File: config.mk
export PLATFORM = sky130hd
export DESIGN_NAME = handshake_rx_buffer
export DESIGN_NICKNAME = d
export VERILOG_FILES = /design/src/rtl/handshake_rx_buffer.sv
export SDC_FILE = /design/constraint.sdc
export NUM_CORES = 1
export LEC_CHECK = 0
export BUFFER_PORTS_ARGS = -buffer_cell sky130_fd_sc_hd__buf_2
export CAP_MARGIN = 25
export CELL_PAD_IN_SITES_DETAIL_PLACEMENT = 1
export CELL_PAD_IN_SITES_GLOBAL_PLACEMENT = 1
export CORE_MARGIN = 5
export CORE_UTILIZATION = 50
export CTS_CLUSTER_SIZE = 8
export DETAILED_ROUTE_END_ITERATION = 12
export PLACE_DENSITY = 0.9
export SYNTH_ARGS = -nofsm -noshare
export SYNTH_HDL_FRONTEND = slang
export SYNTH_SLANG_ARGS = --single-unit
File: constraint.sdc
create_clock -name clk -period 7.5 [get_ports clk]
set_clock_uncertainty 0.15 [all_clocks]
set_input_delay 1.875 -clock clk [delete_from_list [all_inputs] [get_ports clk]]
set_output_delay 1.875 -clock clk [all_outputs]
set_load 0.1 [all_outputs]
File: src/rtl/handshake_rx_buffer.sv
// handshake_rx_buffer: 4-phase valid/ack receiver feeding a first-word-fall-through FIFO
// drained over a valid/ready interface.
module handshake_rx_buffer #(
    parameter int DATA_WIDTH = 8,
    parameter int DEPTH      = 4
) (
    input  logic                    clk,
    input  logic                    rstn,
    input  logic                    in_valid,
    input  logic [DATA_WIDTH-1:0]   in_data,
    output logic                    in_ack,
    output logic                    out_valid,
    output logic [DATA_WIDTH-1:0]   out_data,
    input  logic                    out_ready,
    output logic [$clog2(DEPTH):0]  count,
    output logic                    full
);
    localparam int AW = $clog2(DEPTH);
    typedef enum logic {IDLE, ACK} state_t;
    state_t                state;
    logic [DATA_WIDTH-1:0] mem [DEPTH];
    logic [AW-1:0]         wr_ptr, rd_ptr;
    logic                  push, pop, ack_next;
    assign full      = count == (AW+1)'(DEPTH);
    assign out_valid = count != '0;
    assign out_data  = mem[rd_ptr];
    assign push      = state == IDLE && in_valid && !full;
    assign pop       = out_valid && out_ready;
    // ACK is held for the rest of the in_valid high period, so only one capture per word
    assign ack_next  = state == IDLE ? push : in_valid;
    always_ff @(posedge clk or negedge rstn) begin
        if (!rstn) begin
            state  <= IDLE;
            in_ack <= 1'b0;
            wr_ptr <= '0;
            rd_ptr <= '0;
            count  <= '0;
            for (int i = 0; i < DEPTH; i++) mem[i] <= '0;
        end else begin
            state  <= ack_next ? ACK : IDLE;
            in_ack <= ack_next;
            if (push) begin
                mem[wr_ptr] <= in_data;
                wr_ptr      <= wr_ptr + 1'b1;
            end
            if (pop) rd_ptr <= rd_ptr + 1'b1;
            count <= count + {{AW{1'b0}}, push} - {{AW{1'b0}}, pop};
        end
    end
endmodule

==> reports/qor.csv, run 1 <==
metric;value;unit
status;finished clean;
WL/cell;20.7;µm
Slew Viols, Final;0;
CP Capture Type;output pin;
Fin. Hold Viols;0;
CP Launch Type;register;
Rel. slew slack;40.7;%
CTS Buf Count;5;
syn_nets;138;
most common cell after layout, fill and taps aside;dfrtp_1;
vias in the first global route;1291;
post_cts resized;0;
FMAX;255;MHz
CP Cell Sequence;mux4_2 > buf_2;
Yosys cell types;21;
Stages on worst setup path;2;
Final period util;52.2;%
port bufs;25;
Worst Max-Slew Pin Slew;889;ps
first-pass GRT wire length;6600;µm
total track usage;17.0;%
worst reg-to-reg path cell count;9;
drt drc;0;
GPL Wtd Cong;0.697;
clk sinks;40;
Antenna Cells;0;
# setup viols final;0;
# nets final;163;
Clock Latency Late Sink;290;ps
kind of cell adding the most delay to the critical path;flip-flops;
post-synth top area cell;dfrtp_1;
slowest stage delay, CP;710;ps
synthesized area;2000;µm²
detailed placement HPWL;2890;µm
R2R Path End;count[2];
TritonCTS clock tree;yes;
antenna viol nets, final;0;
area of the multi-input gates;908;µm²
post-synthesis mux area share;33.0;%
required time of the critical path;5480;ps
Initial Utilization;50.7;%
# Max-Cap Violations;0;
Core ar.;3940;µm²
layout cells sized above 1;55.2;%
gr ovfl total;0;
CTS clk-pin slew, worst paths;70;ps
Synth Area in Compound Gates;1.13;%
initial antenna violation count;0;
Tmin final;3920;ps
largest family of logic cells by synthesized area;multiplexers;
Adder-Cell Fraction of Synth Area;4.75;%
sequential area share after synthesis;50.0;%
worst min path class;reg -> reg;
synthesized area per cell;16.8;µm²
RSZ-0062 raised after global routing;false;
CTS max path bufs;2;
Hold-fix buffers, CTS;0;
setup TNS;0;ps
drt first pass iters;2;
Cell Count, Final, Fillers Out;195;
Synth Area in XOR/XNOR;2.19;%
yosys warns;0;
Mapped Cells;119;
Data arrival, critical path;1890;ps
Die Y-Extent;73.3;µm
Synth Area in Simple Gates;4.32;%
# rows;23;
worst hold start;mem[15];
setup bufs post-CTS;0;
Fillers;385;
Die X;73.3;µm
Util after Layout;56.2;%
worst setup path startpoint;rd_ptr[0];
via/cell ratio;5.43;
most frequent cells in the layout;dfrtp_1 (40), mux2_4 (32), buf_2 (25), mux4_2 (8), inv_1 (7);
Worst path slowest cell;dfrtp_1;
die area;5370;µm²
final wirelength;4040;µm
kind of critical path;reg -> out;
placed cell count;187;
CP max FO;10;
post-synthesis register bit count;40;
H-Tree Depth;2;
Place WS;3660;ps
IO Count;26;
FF+latch area;1000;µm²
via count;1058;
Area Growth Syn to Fin;10.8;%
worst r2r src;count[1];
Synth top area share;50.0;%
PnR worst setup slack;3580;ps
Root Driver;clkbuf_8;
worst path bufs/invs;1;
top post-synthesis cells by area;dfrtp_1 (50%), mux2_4 (24%), mux4_2 (9.0%), ha_1 (3.8%), buf_6 (2.8%);
CP endpoint;out_data[2];
largest net degree at the start of global routing;41;
r2r setup slk;4940;ps
DRT iter0 DRCs;40;
per-layer routing:
layer / global-route usage [%] / vias to the layer above / routed length (µm)
met5: 0 / - / 0
met4: 6.15 / 0 / 63
met3: 4.10 / 9 / 172
met2: 30.9 / 25 / 2190
met1: 19.3 / 558 / 1610
li1: - / 466 / -
Yosys cell counts:
| master | instances |
|---|---|
| o21ai_0 | 1 |
| or3b_1 | 1 |
| xor2_1 | 2 |
| o31a_2 | 1 |
| and3_4 | 4 |
| mux4_2 | 8 |
| inv_1 | 7 |
| nand3_1 | 1 |
| mux2_4 | 32 |
| ha_1 | 6 |
| and2b_2 | 1 |
| buf_1 | 1 |
| fa_1 | 1 |
| buf_2 | 1 |
| nand2_1 | 1 |
| xnor2_1 | 3 |
| o21a_1 | 1 |
| buf_6 | 5 |
| or3_2 | 1 |
| and2_2 | 1 |
| dfrtp_1 | 40 |
registers in the layout, indices dropped and copies added, names as in the netlist:
name	count
mem	32
count	3
rd_ptr	2
wr_ptr	2
in_ack	1
stage by stage:
step / instance area (µm²) / hold slack (ps)
2_1_floorplan: 2000 / 326
3_3_place_gp: 2120 / 340
3_5_place_dp: 2120 / 343
4_1_cts: 2220 / 364
5_1_grt: 2220 / 379
6_report: 2220 / 365
how the worst min path moves through the flow:
stage                          to  cells past startpoint
after floorplan           mem[10]                      1
after global placement    mem[15]                      1
after detailed placement   mem[4]                      1
after CTS                 mem[15]                      1
after global routing      mem[13]                      1
final                     mem[15]                      1
cells by family after synthesis:
logic type | Yosys count
adder cells (fa/ha/maj) | 7
buffers and inverters | 14
XOR/XNOR | 5
AO/OA/AOI/OAI | 3
AND/OR/NAND/NOR | 10
flip-flops | 40
multiplexers | 40
area by class of cell:
class / instances / area share (%)
Sequential cell: 40 / 45.1
Multi-Input combinational cell: 65 / 41.0
Timing Repair Buffer: 25 / 5.64
Clock buffer: 7 / 3.89
Tap cell: 50 / 2.82
Inverter: 7 / 1.19
Clock inverter: 1 / 0.339
Power of run 1 is left out: the tool's default activity adds up to more than one toggle a clock period on the data nets, which glitch-free logic cannot reach.
==> run 2: changes to the inputs <==
Settings changed: CORE_UTILIZATION 50 to 43, PLACE_DENSITY 0.9 to 0.83.
Clock period 7.5 ns to 3.6 ns, I/O delays scaled along.
==> reports/qor.csv, run 2 (synthesis gave the netlist of run 1 again) <==
metric;value;unit;change
vias in the first global route;1301;;+0.77%
kind of critical path;reg -> out;;
Antenna Cells;0;;unchanged
# setup viols final;0;;unchanged
CTS max path bufs;2;;unchanged
required time of the critical path;2550;ps;-2930 ps
Die X;78.2;µm;+6.8%
first-pass GRT wire length;6530;µm;-1.0%
H-Tree Depth;2;;unchanged
setup bufs post-CTS;0;;unchanged
Fin. Hold Viols;0;;unchanged
initial antenna violation count;0;;unchanged
layout cells sized above 1;55.9;%;+0.69 points
post_cts resized;0;;unchanged
Core ar.;4440;µm²;+13%
drt drc;0;;unchanged
total track usage;13.8;%;-3.3 points
gr ovfl total;0;;unchanged
drt first pass iters;3;;+1
CTS clk-pin slew, worst paths;80;ps;about the same
worst min path class;reg -> reg;;
Initial Utilization;45.0;%;-5.7 points
detailed placement HPWL;2760;µm;-4.8%
Die Y-Extent;78.2;µm;+6.8%
antenna viol nets, final;0;;unchanged
Hold-fix buffers, CTS;0;;unchanged
Worst Max-Slew Pin Slew;884;ps;-4.87 ps
Slew Viols, Final;0;;unchanged
worst r2r src;count[1];;
via count;1044;;-1.3%
Most flops, register;mem;;
setup TNS;0;ps;unchanged
DRT iter0 DRCs;27;;-33%
most frequent cells in the layout;dfrtp_1 (40), mux2_4 (32), buf_2 (25), mux4_2 (8), inv_1 (7);;
Tmin final;3000;ps;
worst reg-to-reg path cell count;9;;unchanged
most common cell after layout, fill and taps aside;dfrtp_1;;
biggest regs;mem x32, count x3;;
RSZ-0062 raised after global routing;false;;
# Max-Cap Violations;0;;unchanged
max FFs per register;32;;unchanged
Clock Latency Late Sink;290;ps;about the same
Root Driver;clkbuf_8;;
final wirelength;3890;µm;-3.7%
Fillers;440;;+14%
# nets final;163;;unchanged
IO Count;26;;unchanged
largest net degree at the start of global routing;41;;unchanged
clk sinks;40;;unchanged
TritonCTS clock tree;yes;;
Rel. slew slack;41.0;%;+0.32 points
FMAX;333;MHz;
via/cell ratio;5.30;;-2.3%
# rows;24;;+4.3%
CP Capture Type;output pin;;
CP endpoint;out_data[1];;
CP Launch Type;register;;
CP max FO;10;;unchanged
worst setup path startpoint;rd_ptr[0];;
Area Growth Syn to Fin;12.3;%;
port bufs;25;;unchanged
r2r setup slk;1010;ps;-3930 ps
Data arrival, critical path;1950;ps;+60 ps
R2R Path End;count[2];;
Final period util;83.3;%;
WL/cell;19.8;µm;-4.7%
status;finished clean;;
die area;6120;µm²;+14%
CTS Buf Count;5;;unchanged
GPL Wtd Cong;0.746;;+7.0%
==> run 2: cell count changes in the layout (fill, tap and decap cells not counted) <==
| cell | previous run | this run |
|---|---|---|
| bufinv_16 | 0 | 1 |
| clkinvlp_4 | 1 | 0 |
| clkbuf_1 | 1 | 0 |
| clkinv_4 | 0 | 1 |
==> run 2: worst max-delay path, stage by stage (launching register included) <==
cell and delay (ps):
dfrtp_1 750, mux4_2 590, buf_2 310
==> run 2: metal layers <==
metal  vias to the layer above  track usage, %  share of wire, %
li1                        464               -                 -
met1                       549            16.6                44
met2                        24            23.5                50
met3                         7            3.78               3.9
met4                         0            5.07               1.5
met5                         -               0                 0
==> run 2: how the worst min path moves through the flow <==
stage | startpoint | slack (ps) | to | cells after the start
final | mem[19] | 360 | mem[19] | 1
after CTS | mem[1] | 370 | mem[1] | 1
after global placement | mem[12] | 340 | mem[12] | 1
after global routing | mem[1] | 380 | mem[1] | 1
after detailed placement | mem[1] | 350 | mem[1] | 1
after floorplan | mem[10] | 330 | mem[10] | 1
==> run 2: through the flow <==
| stage | setup slack, ps | utilization, % | instances | hold WS (ps) | cell area [µm²] |
|---|---|---|---|---|---|
| floorplan | 448 | - | 119 | 326 | 2000 |
| global placement | 813 | 47.8 | 189 | 336 | 2130 |
| detailed placement | 720 | 47.8 | 189 | 347 | 2130 |
| CTS | 540 | 50.6 | 197 | 370 | 2250 |
| global route | 505 | 50.6 | 197 | 383 | 2250 |
| finish | 601 | 50.6 | 197 | 362 | 2250 |
==> run 2: final cells by class <==
type / instances / area (µm²) / area share, %
clock inverters: 2 / 38.8 / 1.73
multi-input cells: 65 / 908 / 40.4
repair buffers: 25 / 125 / 5.57
well taps: 52 / 65.1 / 2.90
inverters: 7 / 26.3 / 1.17
clock buffers: 6 / 82.6 / 3.67
flip-flops and latches: 40 / 1000 / 44.5
Power of run 2 is left out for the same reason.
